===== src/rtl/scalar_ram_arbiter.sv =====
`default_nettype none
// ============================================================================
//  Module   : scalar_ram_arbiter
//  Brief    : Two-port arbiter for the single-port scalar data RAM with locked
//             bursts, starvation release and tagged 1-cycle read return.
//             Define SCALAR_ARB_RR_EN for round-robin conflict resolution;
//             the default build uses fixed priority (port 0 wins).
//  Revision : 1.0 - initial release
// ============================================================================
module scalar_ram_arbiter #(
  parameter int N        = 24,
  parameter int AW       = 14,
  parameter int LOCK_MAX = 16
) (
  input  logic          clk,
  input  logic          rst_n,
  input  logic          r0_req,
  input  logic          r1_req,
  input  logic          r0_we,
  input  logic          r1_we,
  input  logic          r0_lock,
  input  logic          r1_lock,
  input  logic [AW-1:0] r0_addr,
  input  logic [AW-1:0] r1_addr,
  input  logic [N-1:0]  r0_wdata,
  input  logic [N-1:0]  r1_wdata,
  output logic          r0_gnt,
  output logic          r1_gnt,
  output logic          r0_rvalid,
  output logic          r1_rvalid,
  output logic [N-1:0]  r0_rdata,
  output logic [N-1:0]  r1_rdata,
  output logic [AW-1:0] ram_address,
  output logic [N-1:0]  ram_data,
  output logic          ram_wren,
  input  logic [N-1:0]  ram_q
);

  localparam logic [1:0] c_IDLE     = 2'd0;
  localparam logic [1:0] c_LOCK0    = 2'd1;
  localparam logic [1:0] c_LOCK1    = 2'd2;
  localparam logic [4:0] c_LOCK_MAX = 5'(LOCK_MAX);

  logic [1:0] r_state;
  logic [1:0] w_state_nxt;
  logic [4:0] r_lock_cnt;
  logic [4:0] w_lock_cnt_nxt;
  logic       r_last_gnt;
  logic       r_rvalid0;
  logic       r_rvalid1;
  logic       w_exit;
  logic       w_force;
  logic       w_arb;
  logic       w_pick1;
  logic       w_gnt0;
  logic       w_gnt1;

  // State register; reset drops any lock and discards an in-flight read.
  always_ff @(posedge clk or negedge rst_n) begin
    if (!rst_n) begin
      r_state    <= c_IDLE;
      r_lock_cnt <= 5'd0;
      r_last_gnt <= 1'b1;
      r_rvalid0  <= 1'b0;
      r_rvalid1  <= 1'b0;
    end else begin
      r_state    <= w_state_nxt;
      r_lock_cnt <= w_lock_cnt_nxt;
      if (w_gnt0 | w_gnt1)
        r_last_gnt <= w_gnt1;
      r_rvalid0  <= w_gnt0 & ~r0_we;
      r_rvalid1  <= w_gnt1 & ~r1_we;
    end
  end

  // Next-state: any cycle that arbitrates can start a new lock.
  always_comb begin
    w_state_nxt    = r_state;
    w_lock_cnt_nxt = r_lock_cnt;
    if (w_arb) begin
      if (w_gnt0 & r0_lock) begin
        w_state_nxt    = c_LOCK0;
        w_lock_cnt_nxt = 5'd1;
      end else if (w_gnt1 & r1_lock) begin
        w_state_nxt    = c_LOCK1;
        w_lock_cnt_nxt = 5'd1;
      end else begin
        w_state_nxt    = c_IDLE;
        w_lock_cnt_nxt = 5'd0;
      end
    end else if (r_lock_cnt != c_LOCK_MAX) begin
      w_lock_cnt_nxt = r_lock_cnt + 5'd1;
    end
  end

  // Grant logic: a lock exit or starvation release arbitrates in the same cycle.
  always_comb begin
    w_exit  = 1'b0;
    w_force = 1'b0;
    case (r_state)
      c_LOCK0: begin
        w_exit  = ~r0_req | ~r0_lock;
        w_force = (r_lock_cnt == c_LOCK_MAX) & r1_req;
      end
      c_LOCK1: begin
        w_exit  = ~r1_req | ~r1_lock;
        w_force = (r_lock_cnt == c_LOCK_MAX) & r0_req;
      end
      default: ;
    endcase
    w_arb = (r_state == c_IDLE) | w_exit | w_force;

    if (w_force)
      w_pick1 = (r_state == c_LOCK0);
    else
`ifdef SCALAR_ARB_RR_EN
      w_pick1 = ~r_last_gnt;
`else
      w_pick1 = 1'b0;
`endif

    w_gnt0 = 1'b0;
    w_gnt1 = 1'b0;
    if (rst_n) begin
      if (w_arb) begin
        if (r0_req & r1_req) begin
          w_gnt0 = ~w_pick1;
          w_gnt1 = w_pick1;
        end else begin
          w_gnt0 = r0_req;
          w_gnt1 = r1_req;
        end
      end else if (r_state == c_LOCK0) begin
        w_gnt0 = r0_req;
      end else begin
        w_gnt1 = r1_req;
      end
    end
  end

  assign r0_gnt      = w_gnt0;
  assign r1_gnt      = w_gnt1;
  assign ram_address = w_gnt1 ? r1_addr  : r0_addr;
  assign ram_data    = w_gnt1 ? r1_wdata : r0_wdata;
  assign ram_wren    = (w_gnt0 & r0_we) | (w_gnt1 & r1_we);
  assign r0_rvalid   = r_rvalid0;
  assign r1_rvalid   = r_rvalid1;
  assign r0_rdata    = r_rvalid0 ? ram_q : '0;
  assign r1_rdata    = r_rvalid1 ? ram_q : '0;

endmodule
`default_nettype wire


===== config.mk =====
export PLATFORM = sky130hd
export DESIGN_NAME = scalar_ram_arbiter
export DESIGN_NICKNAME = d
export VERILOG_FILES = /design/src/rtl/scalar_ram_arbiter.sv
export SDC_FILE = /design/constraint.sdc
export NUM_CORES = 1
export LEC_CHECK = 0
export BUFFER_PORTS_ARGS = -buffer_cell sky130_fd_sc_hd__buf_2
export CORE_AREA = 2 2 76 78
export CTS_CLUSTER_SIZE = 20
export DETAILED_ROUTE_END_ITERATION = 8
export DIE_AREA = 0 0 78 80
export PLACE_DENSITY = 0.77
export SYNTH_ARGS = -nofsm -noshare
export SYNTH_HDL_FRONTEND = slang
export SYNTH_SLANG_ARGS = --single-unit

===== constraint.sdc =====
create_clock -name clk -period 3.2 [get_ports clk]
set_clock_uncertainty 0.2 [all_clocks]
set_input_delay 0 -clock clk [delete_from_list [all_inputs] [get_ports clk]]
set_output_delay 0 -clock clk [all_outputs]
set_load 0.005 [all_outputs]

==> results of run 1 <==
[what timing repair did]
item	CTS	global route
endpoints found under the hold margin	14	0
endpoints found under the setup margin	0	0
setup buffers	0	0
hold buffers	7	0
[power groups by stage]
stage / clock [mW] / combinational [mW] / sequential, mW
after floorplan: 0 / 0.0638 / 0.117
after global placement: 0 / 0.179 / 0.119
after detailed placement: 0 / 0.181 / 0.119
after CTS: 0.135 / 0.188 / 0.117
after global routing: 0.143 / 0.204 / 0.117
final: 0.132 / 0.186 / 0.117
[metal layers]
| metal | wire length, um | up-vias | track usage [%] |
|---|---|---|---|
| met3 | 523 | 4 | 3.73 |
| met1 | 2290 | 816 | 20.9 |
| met4 | 19 | 0 | 2.11 |
| met2 | 2600 | 113 | 28.3 |
| li1 | - | 926 | - |
| met5 | 0 | - | 0 |
[final cells by class]
cell class                      count  area, um^2  area share, %
Clock buffer                        4        45.0           1.79
Inverter                            5        18.8          0.747
Multi-Input combinational cell    128        1040           41.6
Sequential cell                     9         225           8.97
Tap cell                           72        90.1           3.59
Timing Repair Buffer              207        1090           43.3
[metrics by stage]
stage | area [um^2] | setup WS (ns) | hold WS, ns
2_1_floorplan | 1330 | 0.751 | -0.496
3_3_place_gp | 2400 | 0.601 | -0.313
3_5_place_dp | 2400 | 0.561 | -0.310
4_1_cts | 2510 | 0.298 | 0.00529
5_1_grt | 2510 | 0.0919 | 0.0666
6_report | 2510 | 0.304 | 0.0156
[cells by family after synthesis]
logic type,Yosys count
mux,39
simple gates,67
buf+inv,15
flops,9
fa+ha+maj,5
xor+xnor,4
compound gates,13
[cell usage after synthesis (2+ instances only)]
library cell and number:
sky130_fd_sc_hd__a21boi_0 2, sky130_fd_sc_hd__nand3_1 4, sky130_fd_sc_hd__xnor2_1 2, sky130_fd_sc_hd__nor2_1 3, sky130_fd_sc_hd__o22ai_1 2, sky130_fd_sc_hd__clkbuf_1 5, sky130_fd_sc_hd__nand2_1 3, sky130_fd_sc_hd__dfrtp_1 9
sky130_fd_sc_hd__nor2b_1 3, sky130_fd_sc_hd__mux2_1 37, sky130_fd_sc_hd__inv_1 5, sky130_fd_sc_hd__and2_1 48, sky130_fd_sc_hd__buf_4 4, sky130_fd_sc_hd__xor2_1 2, sky130_fd_sc_hd__ha_1 5
[state kept, by name, summed over array words and instances (netlist names)]
register / count
r_lock_cnt: 5
r1_rvalid: 1
r_state: 2
r0_rvalid: 1
[worst max-delay path: stages, from the launching register on]
cell and delay (ns):
sky130_fd_sc_hd__dfrtp_1 0.39, sky130_fd_sc_hd__inv_1 0.09, sky130_fd_sc_hd__ha_1 0.14, sky130_fd_sc_hd__nor4bb_1 0.36, sky130_fd_sc_hd__buf_4 0.22, sky130_fd_sc_hd__a31o_2 0.17, sky130_fd_sc_hd__o211ai_1 0.12, sky130_fd_sc_hd__a21oi_4 0.19
sky130_fd_sc_hd__buf_12 0.24, sky130_fd_sc_hd__mux2_1 0.38, sky130_fd_sc_hd__buf_2 0.14
[worst max-delay path by stage]
stage / slack [ns] / from / depth (start not counted) / to
floorplan: 0.75 / r_lock_cnt[0]$_DFFE_PN0P_ / 9 / ram_address[0]
global placement: 0.60 / r_lock_cnt[0]$_DFFE_PN0P_ / 10 / ram_address[5]
detailed placement: 0.56 / r_lock_cnt[0]$_DFFE_PN0P_ / 10 / ram_data[17]
CTS: 0.30 / r_lock_cnt[0]$_DFFE_PN0P_ / 10 / ram_data[17]
global route: 0.09 / r_lock_cnt[0]$_DFFE_PN0P_ / 10 / ram_address[6]
finish: 0.30 / r_lock_cnt[0]$_DFFE_PN0P_ / 10 / ram_address[5]
==> impl_results.html, run 1 <==
<table>
<tr><th>Metric</th><th>Value</th></tr>
<tr><th colspan="2">Min path</th></tr>
<tr><td>Hold EP</td><td>r_state[1]$_DFFE_PN0N_</td></tr>
<tr><td>Hold Crit Depth</td><td>4</td></tr>
<tr><td>Hold_sp</td><td>r1_lock</td></tr>
<tr><td>Worst hold-check path type</td><td>in -&gt; reg</td></tr>
<tr><th colspan="2">Layout</th></tr>
<tr><td>Net count of the finished layout</td><td>approximately 470</td></tr>
<tr><td>Post-layout utilization of the core</td><td>46.5%</td></tr>
<tr><td>Most common library cell in the layout ignoring fill and taps</td><td>sky130_fd_sc_hd__buf_2</td></tr>
<tr><td>Fin cells</td><td>425</td></tr>
<tr><td>Synth-to-layout area growth</td><td>88.3%</td></tr>
<tr><td>Share of layout cells above drive strength 1</td><td>approximately three fifths</td></tr>
<tr><td>Leading cell types in the layout, fill and taps excluded</td><td>sky130_fd_sc_hd__buf_2 (198), sky130_fd_sc_hd__and2_1 (48), sky130_fd_sc_hd__mux2_1 (37)</td></tr>
<tr><td>Total of fill cells in the finished design</td><td>just over 500</td></tr>
<tr><td>Diodes inserted</td><td>0</td></tr>
<tr><th colspan="2">STA</th></tr>
<tr><td>Worst Max-Slew Pin Slew</td><td>0.577 ns</td></tr>
<tr><td>Final Hold Violating Endpoints</td><td>0</td></tr>
<tr><td>Highest clock frequency the design can meet</td><td>between 300 and 400 MHz</td></tr>
<tr><td>Sum of negative setup slack</td><td>0 ns</td></tr>
<tr><td>Min cycle time layout</td><td>just under 3 ns</td></tr>
<tr><td>Count of pins over their slew limit</td><td>0</td></tr>
<tr><td>Relative slew margins</td><td>a little over 60%</td></tr>
<tr><td>Final-report setup violation count</td><td>0</td></tr>
<tr><td>RSZ-0062 raised after global routing</td><td>false</td></tr>
<tr><td>Final period util</td><td>approximately nine tenths</td></tr>
<tr><th colspan="2">Setup path</th></tr>
<tr><td>CP required</td><td>3.00 ns</td></tr>
<tr><td>Worst-case reg-to-reg path depth</td><td>8</td></tr>
<tr><td>Critical Path Fanout Max</td><td>41</td></tr>
<tr><td>Start of the worst register-to-register path</td><td>r_lock_cnt[0]$_DFFE_PN0P_</td></tr>
<tr><td>Reg-to-reg slack, setup</td><td>0.59 ns</td></tr>
<tr><td>Reg-to-Reg End</td><td>r_state[0]$_DFFE_PN0N_</td></tr>
<tr><td>Category of the worst setup path launch point</td><td>flop</td></tr>
<tr><td>Arrival time of data at the critical path endpoint</td><td>around 2.7 ns</td></tr>
<tr><td>Kind of capture point of the worst setup path</td><td>primary output</td></tr>
<tr><td>Path type of the worst setup path</td><td>reg -&gt; out</td></tr>
<tr><th colspan="2">Synth</th></tr>
<tr><td>Dominant cells by area after synthesis</td><td>sky130_fd_sc_hd__mux2_1 (31%), sky130_fd_sc_hd__and2_1 (23%), sky130_fd_sc_hd__dfrtp_1 (17%)</td></tr>
<tr><td>Area share of the largest cell type after synthesis</td><td>31.2%</td></tr>
<tr><td>Cell type contributing the most total cell area after synthesis</td><td>sky130_fd_sc_hd__mux2_1</td></tr>
<tr><td>Share of synthesized cell area in full adder, half adder and majority cells</td><td>4.69%</td></tr>
<tr><td>Total nets after synthesis</td><td>approximately 270</td></tr>
<tr><td>Cell count after synthesis</td><td>~150</td></tr>
<tr><td>Post-synthesis xor/xnor area fraction</td><td>2.63%</td></tr>
<tr><td>Avg Cell Area, Syn</td><td>approximately 9 um^2</td></tr>
<tr><td>Number of storage elements in the synthesis netlist</td><td>9</td></tr>
<tr><td>Count of flip-flops with a built-in enable after synthesis</td><td>0</td></tr>
<tr><td>Post-synth top flop</td><td>sky130_fd_sc_hd__dfrtp_1</td></tr>
<tr><td>Count of unique library cells instantiated by Yosys</td><td>33</td></tr>
<tr><td>Multiplexer fraction of the synthesized cell area</td><td>32.8%</td></tr>
<tr><td>Async set or reset register ratio after synthesis</td><td>100%</td></tr>
<tr><td>Area of the mapped netlist</td><td>around 1300 um^2</td></tr>
<tr><td>Fraction of the mapped netlist area in simple logic gates</td><td>about 30%</td></tr>
<tr><td>Yosys synthesis warning count</td><td>0</td></tr>
<tr><td>Fraction of the yosys area taken by sequential cells</td><td>~17%</td></tr>
<tr><td>Share of the synthesized area in compound gates (AO/OA/AOI/OAI)</td><td>about 7.4%</td></tr>
<tr><td>Main combinational cell family by area after synthesis</td><td>multiplexers</td></tr>
<tr><th colspan="2">Die</th></tr>
<tr><td>Core Box Area</td><td>roughly 5400 um^2</td></tr>
<tr><td>Total die area</td><td>~6200 um^2</td></tr>
<tr><td>Num rows</td><td>27</td></tr>
<tr><td>Die height</td><td>about 80 um</td></tr>
<tr><td>Number of placed I/O pins</td><td>199</td></tr>
<tr><td>Die X-Extent</td><td>~80 um</td></tr>
<tr><td>Initial Util</td><td>24.7%</td></tr>
<tr><th colspan="2">Power and ir drop</th></tr>
<tr><td>Cell internal power dissipation</td><td>approximately 0.32 mW</td></tr>
<tr><td>Sw power</td><td>between 0.1 and 0.15 mW</td></tr>
<tr><td>Overall power</td><td>approximately 0.44 mW</td></tr>
<tr><td>Areal power density over the cells</td><td>~170 nW/um^2</td></tr>
<tr><td>Highest ir drop seen on vdd</td><td>about 0.18 mV</td></tr>
<tr><td>Combinational fraction of design power</td><td>42.8%</td></tr>
<tr><td>Reported leakage power</td><td>~1.5 nW</td></tr>
<tr><td>Clock network fraction of design power</td><td>a little under a third</td></tr>
<tr><td>Share of power burned in registers</td><td>26.9%</td></tr>
<tr><td>Fraction of power spent switching nets</td><td>~28%</td></tr>
<tr><th colspan="2">Detailed routing</th></tr>
<tr><td>Total via count in the routed design</td><td>~1900</td></tr>
<tr><td>Sum of routed wire length over all layers</td><td>5430 um</td></tr>
<tr><td>DRC viols</td><td>0</td></tr>
<tr><td>Pre-Repair DR Iteration Count</td><td>5</td></tr>
<tr><td>Wire length per cell</td><td>approximately 13 um</td></tr>
<tr><td>Via density per instance</td><td>roughly 4.4</td></tr>
<tr><td>Starting DRT DRC Count</td><td>31</td></tr>
<tr><td>Remaining antenna violation count</td><td>0</td></tr>
<tr><th colspan="2">CTS</th></tr>
<tr><td>Buffer depth of the longest clock path</td><td>2</td></tr>
<tr><td>TritonCTS Sinks</td><td>9</td></tr>
<tr><td>TritonCTS clock tree</td><td>built</td></tr>
<tr><td>Resized Gates After CTS</td><td>0</td></tr>
<tr><td>CTS HTree Levels</td><td>1</td></tr>
<tr><td>Clk Tree Root Cell</td><td>sky130_fd_sc_hd__clkbuf_8</td></tr>
<tr><td>CTS clk-pin slew, worst paths</td><td>0.05 ns</td></tr>
<tr><td>Clock insertion delay at the later pin of the skew report</td><td>0.23 ns</td></tr>
<tr><td>Clock buffer count from CTS</td><td>3</td></tr>
<tr><th colspan="2">Global route</th></tr>
<tr><td>Maximum number of pins on one net before global-route repair</td><td>42</td></tr>
<tr><td>Via count of the first global-routing pass</td><td>1725</td></tr>
<tr><td>Initial antenna violation count</td><td>0</td></tr>
<tr><td>First-pass GRT wire length</td><td>just over 8000 um</td></tr>
<tr><td>GRT Util Overall</td><td>between 10% and 20%</td></tr>
<tr><td>Global-route congestion overflow total</td><td>0</td></tr>
<tr><th colspan="2">Flow run</th></tr>
<tr><td>Max-Cap Viols</td><td>0</td></tr>
<tr><th colspan="2">Placed design</th></tr>
<tr><td>Number of cells after detailed placement</td><td>414</td></tr>
<tr><td>IO Port Bufs</td><td>just under 200</td></tr>
<tr><td>HPWL after detailed placement</td><td>around 4700 um</td></tr>
<tr><td>Final GP Congestion</td><td>a little under 0.9</td></tr>
<tr><th colspan="2">Outcome</th></tr>
<tr><td>Outcome</td><td>completed</td></tr>
</table>
(Power assumes the default switching activity.)
==> run 2: changes to the inputs <==
--- a/config.mk
+++ b/config.mk
@@ -6,10 +6,10 @@
 export NUM_CORES = 1
 export LEC_CHECK = 0
 export BUFFER_PORTS_ARGS = -buffer_cell sky130_fd_sc_hd__buf_2
-export CORE_AREA = 2 2 76 78
+export CORE_AREA = 2 2 78 80
 export CTS_CLUSTER_SIZE = 20
 export DETAILED_ROUTE_END_ITERATION = 8
-export DIE_AREA = 0 0 78 80
+export DIE_AREA = 0 0 80 82
 export PLACE_DENSITY = 0.77
 export SYNTH_ARGS = -nofsm -noshare
 export SYNTH_HDL_FRONTEND = slang
==> constraint.sdc (replaced) <==
create_clock -name clk -period 2.5 [get_ports clk]
set_clock_uncertainty 0.2 [all_clocks]
set_input_delay 0 -clock clk [delete_from_list [all_inputs] [get_ports clk]]
set_output_delay 0 -clock clk [all_outputs]
set_load 0.005 [all_outputs]
==> run 2 against run 1 <==
  * The run now ends with negative setup slack left
  * Die area grew 5.1%
  * First-iteration DRC count shrank 3.2%
  * Worst hold slack better by 0.016 ns
  * Via count is 7.5% higher
  * Critical path depth unchanged
  * Clock power is 31% higher
  * Global-route usage rose by 1.7 points
  * Utilization rose by 5.8 points
==> impl_results.html, run 2 (same netlist as run 1, synthesis figures left out) <==
<table>
<tr><th>Metric</th><th>Value</th></tr>
<tr><th colspan="2">Setup path</th></tr>
<tr><td>Kind of capture point of the worst setup path</td><td>primary output</td></tr>
<tr><td>Critical Path Fanout Max</td><td>7</td></tr>
<tr><td>Worst-case reg-to-reg path depth</td><td>11</td></tr>
<tr><td>Startpoint of the most critical setup path</td><td>r_state[0]$_DFFE_PN0N_</td></tr>
<tr><td>Path type of the worst setup path</td><td>reg -&gt; out</td></tr>
<tr><td>Critical path cell sequence</td><td>inv_2 -&gt; ha_2 -&gt; a21boi_0 -&gt; a311o_1 -&gt; a211o_1 -&gt; a21oi_4 -&gt; buf_6 -&gt; clkbuf_16 -&gt; mux2_1 -&gt; buf_2</td></tr>
<tr><td>CP required</td><td>about 2.3 ns</td></tr>
<tr><td>Arrival time of data at the critical path endpoint</td><td>2.57 ns</td></tr>
<tr><td>Start of the worst register-to-register path</td><td>r_state[0]$_DFFE_PN0N_</td></tr>
<tr><td>Cell type of the slowest stage on the worst timing path</td><td>sky130_fd_sc_hd__dfrtp_1</td></tr>
<tr><td>Slowest stage delay, CP</td><td>0.36 ns</td></tr>
<tr><td>Category of the worst setup path launch point</td><td>flop</td></tr>
<tr><th colspan="2">Layout</th></tr>
<tr><td>Synth-to-layout area growth</td><td>125%</td></tr>
<tr><td>Registers with the most flip-flops</td><td>r_lock_cnt: 5 flops, r_state: 2 flops</td></tr>
<tr><td>Biggest register</td><td>r_lock_cnt</td></tr>
<tr><td>Post-layout utilization of the core</td><td>between 50% and 60%</td></tr>
<tr><td>Net count of the finished layout</td><td>approximately 480</td></tr>
<tr><td>Largest register FFs</td><td>5</td></tr>
<tr><td>Total of fill cells in the finished design</td><td>542</td></tr>
<tr><td>Leading cell types in the layout, fill and taps excluded</td><td>sky130_fd_sc_hd__buf_2 (173), sky130_fd_sc_hd__and2_1 (48), sky130_fd_sc_hd__mux2_4 (34)</td></tr>
<tr><td>Footprint of the multi-input gates</td><td>approximately 1200 um^2</td></tr>
<tr><td>Diodes inserted</td><td>0</td></tr>
<tr><td>Area taken by flip-flops and latches</td><td>225 um^2</td></tr>
<tr><td>Share of layout cells above drive strength 1</td><td>71.2%</td></tr>
<tr><td>Most common library cell in the layout ignoring fill and taps</td><td>sky130_fd_sc_hd__buf_2</td></tr>
<tr><th colspan="2">STA</th></tr>
<tr><td>Final Hold Violating Endpoints</td><td>0</td></tr>
<tr><td>RSZ-0062 raised after global routing</td><td>true</td></tr>
<tr><td>Highest clock frequency the design can meet</td><td>~360 MHz</td></tr>
<tr><td>Count of pins over their slew limit</td><td>0</td></tr>
<tr><td>Min cycle time layout</td><td>approximately 2.8 ns</td></tr>
<tr><td>Worst-case setup margin in the final layout</td><td>-0.273 ns</td></tr>
<tr><td>Final period util</td><td>111%</td></tr>
<tr><td>Relative slew margins</td><td>64.7%</td></tr>
<tr><td>Worst Max-Slew Pin Slew</td><td>around 0.53 ns</td></tr>
<tr><td>Final-report setup violation count</td><td>39</td></tr>
<tr><th colspan="2">Outcome</th></tr>
<tr><td>Outcome</td><td>finished, violations left</td></tr>
<tr><td>Violated checks</td><td>negative setup slack</td></tr>
<tr><th colspan="2">CTS</th></tr>
<tr><td>Clk Tree Root Cell</td><td>sky130_fd_sc_hd__clkbuf_8</td></tr>
<tr><td>CTS clk-pin slew, worst paths</td><td>~0.05 ns</td></tr>
<tr><td>TritonCTS Sinks</td><td>9</td></tr>
<tr><td>TritonCTS clock tree</td><td>built</td></tr>
<tr><td>Clock insertion delay at the later pin of the skew report</td><td>0.24 ns</td></tr>
<tr><td>Buffer depth of the longest clock path</td><td>2</td></tr>
<tr><td>Clock buffer count from CTS</td><td>3</td></tr>
<tr><td>CTS HTree Levels</td><td>1</td></tr>
<tr><th colspan="2">Min path</th></tr>
<tr><td>Hold_sp</td><td>r1_lock</td></tr>
<tr><td>Hold Crit Depth</td><td>4</td></tr>
<tr><td>Worst hold-check path type</td><td>in -&gt; reg</td></tr>
<tr><th colspan="2">Detailed routing</th></tr>
<tr><td>Remaining antenna violation count</td><td>0</td></tr>
<tr><td>Total via count in the routed design</td><td>1998</td></tr>
<tr><td>Starting DRT DRC Count</td><td>30</td></tr>
<tr><td>Pre-Repair DR Iteration Count</td><td>4</td></tr>
<tr><td>Via density per instance</td><td>roughly 4.5</td></tr>
<tr><td>Wire length per cell</td><td>between 10 and 15 um</td></tr>
<tr><td>Sum of routed wire length over all layers</td><td>6500 um</td></tr>
<tr><td>DRC viols</td><td>0</td></tr>
<tr><th colspan="2">Placed design</th></tr>
<tr><td>IO Port Bufs</td><td>198</td></tr>
<tr><td>Final GP Congestion</td><td>roughly 0.86</td></tr>
<tr><td>HPWL after detailed placement</td><td>4910 um</td></tr>
<tr><td>Pre-CTS WS</td><td>-0.215 ns</td></tr>
<tr><th colspan="2">Global route</th></tr>
<tr><td>Global-route congestion overflow total</td><td>0</td></tr>
<tr><td>Via count of the first global-routing pass</td><td>between 1500 and 2000</td></tr>
<tr><td>Maximum number of pins on one net before global-route repair</td><td>26</td></tr>
<tr><td>GRT Util Overall</td><td>17.9%</td></tr>
<tr><td>Initial antenna violation count</td><td>0</td></tr>
<tr><td>First-pass GRT wire length</td><td>approximately 9100 um</td></tr>
<tr><th colspan="2">Flow run</th></tr>
<tr><td>Max-Cap Viols</td><td>0</td></tr>
<tr><th colspan="2">Power and ir drop</th></tr>
<tr><td>Areal power density over the cells</td><td>228 nW/um^2</td></tr>
<tr><td>Highest ir drop seen on vdd</td><td>between 0.2 and 0.25 mV</td></tr>
<tr><td>Reported leakage power</td><td>about 1.8 nW</td></tr>
<tr><th colspan="2">Die</th></tr>
<tr><td>Num rows</td><td>28</td></tr>
<tr><td>Number of placed I/O pins</td><td>199</td></tr>
<tr><td>Core Box Area</td><td>5750 um^2</td></tr>
<tr><td>Initial Util</td><td>a little under a quarter</td></tr>
<tr><td>Die height</td><td>approximately 80 um</td></tr>
<tr><td>Die X-Extent</td><td>around 80 um</td></tr>
<tr><td>Total die area</td><td>roughly 6600 um^2</td></tr>
</table>
[run 2: worst paths after layout]
check,slack [ns],end
setup / recovery,-0.27,ram_address[10]
hold / removal,0.03,r_state[1]$_DFFE_PN0N_
setup reg to reg,0.13,r1_rvalid$_DFF_PN0_
hold reg to reg,0.36,r_lock_cnt[4]$_DFFE_PN0P_
max in group asynchronous,1.10,r0_rvalid$_DFF_PN0_
min in group asynchronous,0.67,r_lock_cnt[2]$_DFFE_PN0P_
[run 2: metal layers]
metal	track usage, %	vias up	share of wire, %
met5	0	-	0
met4	3.39	0	1.3
met3	3.30	8	8.1
met2	36.7	145	53
met1	18.9	897	37
li1	-	948	-
[run 2: per-stage QoR]
step                std cells  setup TNS (ns)  hold WS, ns  power (mW)  area, um^2
CTS                       442           -8.51       0.0179       0.659        2900
global placement          424         -0.0822       -0.302       0.386        2450
detailed placement        424           -6.86       -0.296       0.390        2450
floorplan                 152               0       -0.496       0.231        1330
global route              443          -12.26       0.0385       0.727        3000
finish                    443           -9.30       0.0318       0.686        3000
[run 2: power by group]
part,internal (mW),switching (mW),total (mW)
Sequential,0.147,0.00283,0.149
Combinational,0.238,0.125,0.363
Clock,0.112,0.0617,0.173
Total,0.496,0.189,0.686
[run 2: final cells by class]
class / count / area share [%]
Inverter: 5 / 0.625
Clock buffer: 4 / 1.50
Timing Repair Buffer: 222 / 47.5
Tap cell: 75 / 3.12
Multi-Input combinational cell: 128 / 39.7
Sequential cell: 9 / 7.50
[run 2: worst max-delay path: cells and delay by family, from the launching register on]
family | cells | cell delay (ns)
adder cells (fa/ha/maj) | 1 | 0.18
AO/OA/AOI/OAI | 4 | 0.99
flip-flops | 1 | 0.36
buffers and inverters | 4 | 0.50
multiplexers | 1 | 0.31
[run 2: what timing repair did]
item	4_1_cts	5_1_grt
gates cloned	2	1
resized for setup	55	17
pin swaps	5	0
hold buffers	6	0
endpoints found under the hold margin	13	0
setup buffers	6	0
setup endpoints to repair	41	39
==> run 3: changes to the inputs <==
==> config.mk (replaced) <==
export PLATFORM = sky130hd
export DESIGN_NAME = scalar_ram_arbiter
export DESIGN_NICKNAME = d
export VERILOG_FILES = /design/src/rtl/scalar_ram_arbiter.sv
export SDC_FILE = /design/constraint.sdc
export NUM_CORES = 1
export LEC_CHECK = 0
export CORE_AREA = 2 2 77 79
export CTS_CLUSTER_SIZE = 20
export DETAILED_ROUTE_END_ITERATION = 8
export DIE_AREA = 0 0 79 81
export DONT_BUFFER_PORTS = 1
export PLACE_DENSITY = 0.46
export SYNTH_ARGS = -nofsm -noshare
export SYNTH_HDL_FRONTEND = slang
export SYNTH_SLANG_ARGS = --single-unit
==> run 3 against run 2 <==
  * The flow now stops in 4_1_cts
  * Synthesized cell count is the same
  * Area after synthesis is the same
==> impl_results.html, run 3 <==
<table>
<tr><th>Metric</th><th>Value</th></tr>
<tr><th colspan="2">Synth</th></tr>
<tr><td>Avg Cell Area, Syn</td><td>8.77 um^2</td></tr>
<tr><td>Number of storage elements in the synthesis netlist</td><td>9</td></tr>
<tr><td>Yosys synthesis warning count</td><td>0</td></tr>
<tr><td>Share of synthesized cell area in full adder, half adder and majority cells</td><td>around 4.7%</td></tr>
<tr><td>Count of flip-flops with a built-in enable after synthesis</td><td>0</td></tr>
<tr><td>Cell with the most instances after synthesis</td><td>sky130_fd_sc_hd__and2_1</td></tr>
<tr><td>Post-synth top flop</td><td>sky130_fd_sc_hd__dfrtp_1</td></tr>
<tr><td>Post-synthesis xor/xnor area fraction</td><td>~2.6%</td></tr>
<tr><td>Main combinational cell family by area after synthesis</td><td>multiplexers</td></tr>
<tr><td>Top cells by count, synth</td><td>sky130_fd_sc_hd__and2_1 (48), sky130_fd_sc_hd__mux2_1 (37), sky130_fd_sc_hd__dfrtp_1 (9)</td></tr>
<tr><td>Async set or reset register ratio after synthesis</td><td>100%</td></tr>
<tr><td>Count of unique library cells instantiated by Yosys</td><td>33</td></tr>
<tr><td>Fraction of the mapped netlist area in simple logic gates</td><td>between 30% and 40%</td></tr>
<tr><td>Share of the synthesized area in compound gates (AO/OA/AOI/OAI)</td><td>7.41%</td></tr>
<tr><td>Dominant cells by area after synthesis</td><td>sky130_fd_sc_hd__mux2_1 (31%), sky130_fd_sc_hd__and2_1 (23%), sky130_fd_sc_hd__dfrtp_1 (17%)</td></tr>
<tr><td>Cell count after synthesis</td><td>~150</td></tr>
<tr><td>Total nets after synthesis</td><td>between 200 and 300</td></tr>
<tr><td>Area share of the largest cell type after synthesis</td><td>31.2%</td></tr>
<tr><td>Cell type contributing the most total cell area after synthesis</td><td>sky130_fd_sc_hd__mux2_1</td></tr>
<tr><td>Area of the mapped netlist</td><td>1330 um^2</td></tr>
<tr><td>Fraction of the yosys area taken by sequential cells</td><td>between 15 and 20%</td></tr>
<tr><td>Multiplexer fraction of the synthesized cell area</td><td>between 30% and 40%</td></tr>
<tr><th colspan="2">CTS</th></tr>
<tr><td>Clk Tree Root Cell</td><td>sky130_fd_sc_hd__clkbuf_8</td></tr>
<tr><td>Clock buffer count from CTS</td><td>3</td></tr>
<tr><td>Resized Gates After CTS</td><td>between 60 and 70</td></tr>
<tr><td>TritonCTS Sinks</td><td>9</td></tr>
<tr><td>CTS HTree Levels</td><td>1</td></tr>
<tr><td>Total setup buffers inserted after CTS</td><td>13</td></tr>
<tr><td>Buffer depth of the longest clock path</td><td>2</td></tr>
<tr><td># hold bufs at CTS</td><td>about 100</td></tr>
<tr><th colspan="2">Outcome</th></tr>
<tr><td>Tool Error</td><td>[ERROR RSZ-0060] Max buffer count reached.</td></tr>
<tr><td>Stage at which the flow ended</td><td>4_1_cts</td></tr>
<tr><td>Outcome</td><td>stopped before the end</td></tr>
<tr><th colspan="2">Placed design</th></tr>
<tr><td>IO Port Bufs</td><td>0</td></tr>
<tr><td>HPWL after detailed placement</td><td>around 4000 um</td></tr>
<tr><td>Dpl cell area</td><td>around 1400 um^2</td></tr>
<tr><td>Number of cells after detailed placement</td><td>about 220</td></tr>
<tr><td>Final GP Congestion</td><td>0.855</td></tr>
<tr><th colspan="2">Die</th></tr>
<tr><td>Number of placed I/O pins</td><td>199</td></tr>
<tr><td>Die X-Extent</td><td>between 70 and 80 um</td></tr>
<tr><td>Num rows</td><td>28</td></tr>
<tr><td>Die height</td><td>81 um</td></tr>
<tr><td>Initial Util</td><td>a little under a quarter</td></tr>
</table>
[run 3: cell counts after synthesis]
Identical to the previous run, type by type.
[run 3: cell families after synthesis]
family                     count (synthesis)
buffers and inverters                     15
DFF                                        9
muxes                                     39
xor gates and xnor gates                   4
AOI/OAI and AO/OA                         13
and+or+nand+nor                           67
adders and majority gates                  5
[run 3: through the flow]
| step | hold WS [ns] | setup slack (ns) | utilization (%) |
|---|---|---|---|
| floorplan | -0.496 | 0.0507 | - |
| detailed placement | -0.495 | -0.116 | 25.5 |
| global placement | -0.495 | 0.00249 | 25.5 |
==> run 4: changes to the inputs <==
--- a/config.mk
+++ b/config.mk
@@ -6,11 +6,10 @@
 export NUM_CORES = 1
 export LEC_CHECK = 0
 export CORE_AREA = 2 2 77 79
-export CTS_CLUSTER_SIZE = 20
 export DETAILED_ROUTE_END_ITERATION = 8
 export DIE_AREA = 0 0 79 81
 export DONT_BUFFER_PORTS = 1
-export PLACE_DENSITY = 0.46
+export PLACE_DENSITY_LB_ADDON = 0.15
 export SYNTH_ARGS = -nofsm -noshare
 export SYNTH_HDL_FRONTEND = slang
 export SYNTH_SLANG_ARGS = --single-unit
==> constraint.sdc (replaced) <==
create_clock -name clk -period 3.2 [get_ports clk]
set_clock_uncertainty 0.2 [all_clocks]
set_input_delay 0 -clock clk [delete_from_list [all_inputs] [get_ports clk]]
set_output_delay 0 -clock clk [all_outputs]
set_load 0.005 [all_outputs]
==> run 4 against run 3 <==
  * The flow again stops in 4_1_cts
  * Area after synthesis did not move
  * Synthesized cell count did not move
==> impl_results.html, run 4 <==
<table>
<tr><th>Metric</th><th>Value</th></tr>
<tr><th colspan="2">Synth</th></tr>
<tr><td>Async set or reset register ratio after synthesis</td><td>100%</td></tr>
<tr><td>Number of storage elements in the synthesis netlist</td><td>9</td></tr>
<tr><td>Share of the synthesized area in compound gates (AO/OA/AOI/OAI)</td><td>roughly 7.4%</td></tr>
<tr><td>Total nets after synthesis</td><td>265</td></tr>
<tr><td>Count of flip-flops with a built-in enable after synthesis</td><td>0</td></tr>
<tr><td>Cell type contributing the most total cell area after synthesis</td><td>sky130_fd_sc_hd__mux2_1</td></tr>
<tr><td>Top cells by count, synth</td><td>sky130_fd_sc_hd__and2_1 (48), sky130_fd_sc_hd__mux2_1 (37), sky130_fd_sc_hd__dfrtp_1 (9)</td></tr>
<tr><td>Count of unique library cells instantiated by Yosys</td><td>33</td></tr>
<tr><td>Dominant cells by area after synthesis</td><td>sky130_fd_sc_hd__mux2_1 (31%), sky130_fd_sc_hd__and2_1 (23%), sky130_fd_sc_hd__dfrtp_1 (17%)</td></tr>
<tr><td>Main combinational cell family by area after synthesis</td><td>multiplexers</td></tr>
<tr><td>Post-synth top flop</td><td>sky130_fd_sc_hd__dfrtp_1</td></tr>
<tr><td>Cell with the most instances after synthesis</td><td>sky130_fd_sc_hd__and2_1</td></tr>
<tr><td>Fraction of the yosys area taken by sequential cells</td><td>between 10% and 20%</td></tr>
<tr><td>Post-synthesis xor/xnor area fraction</td><td>under 10%</td></tr>
<tr><td>Area share of the largest cell type after synthesis</td><td>31.2%</td></tr>
<tr><td>Cell count after synthesis</td><td>around 150</td></tr>
<tr><td>Multiplexer fraction of the synthesized cell area</td><td>between 30% and 40%</td></tr>
<tr><td>Area of the mapped netlist</td><td>around 1300 um^2</td></tr>
<tr><td>Yosys synthesis warning count</td><td>0</td></tr>
<tr><td>Share of synthesized cell area in full adder, half adder and majority cells</td><td>4.69%</td></tr>
<tr><td>Fraction of the mapped netlist area in simple logic gates</td><td>30.1%</td></tr>
<tr><td>Avg Cell Area, Syn</td><td>approximately 8.8 um^2</td></tr>
<tr><th colspan="2">Die</th></tr>
<tr><td>Die X-Extent</td><td>approximately 79 um</td></tr>
<tr><td>Initial Util</td><td>23.5%</td></tr>
<tr><td>Die height</td><td>between 80 and 90 um</td></tr>
<tr><td>Number of placed I/O pins</td><td>roughly 200</td></tr>
<tr><td>Num rows</td><td>28</td></tr>
<tr><th colspan="2">CTS</th></tr>
<tr><td>Buffer depth of the longest clock path</td><td>2</td></tr>
<tr><td>TritonCTS Sinks</td><td>9</td></tr>
<tr><td># hold bufs at CTS</td><td>around 100</td></tr>
<tr><td>CTS HTree Levels</td><td>1</td></tr>
<tr><td>Total setup buffers inserted after CTS</td><td>0</td></tr>
<tr><td>Resized Gates After CTS</td><td>0</td></tr>
<tr><td>Clock buffer count from CTS</td><td>3</td></tr>
<tr><td>Clk Tree Root Cell</td><td>sky130_fd_sc_hd__clkbuf_8</td></tr>
<tr><th colspan="2">Outcome</th></tr>
<tr><td>Tool Error</td><td>[ERROR RSZ-0060] Max buffer count reached.</td></tr>
<tr><td>Outcome</td><td>stopped before the end</td></tr>
<tr><td>Stage at which the flow ended</td><td>4_1_cts</td></tr>
<tr><th colspan="2">Placed design</th></tr>
<tr><td>IO Port Bufs</td><td>0</td></tr>
<tr><td>HPWL after detailed placement</td><td>about 4100 um</td></tr>
<tr><td>Final GP Congestion</td><td>a little over 0.8</td></tr>
</table>
## run 4: cell counts after synthesis
No cell type changed its count.
## run 4: through the flow
stage	instances	hold slack, ns	worst slack [ns]	utilization [%]	instance area, um^2
global placement	219	-0.495	0.631	24.8	1410
floorplan	152	-0.496	0.751	-	1330
detailed placement	219	-0.495	0.544	24.8	1410
## run 4: cell families after synthesis
group,after synthesis
xor gates and xnor gates,4
buffers and inverters,15
and+or+nand+nor,67
muxes,39
DFF,9
AOI/OAI and AO/OA,13
adders and majority gates,5
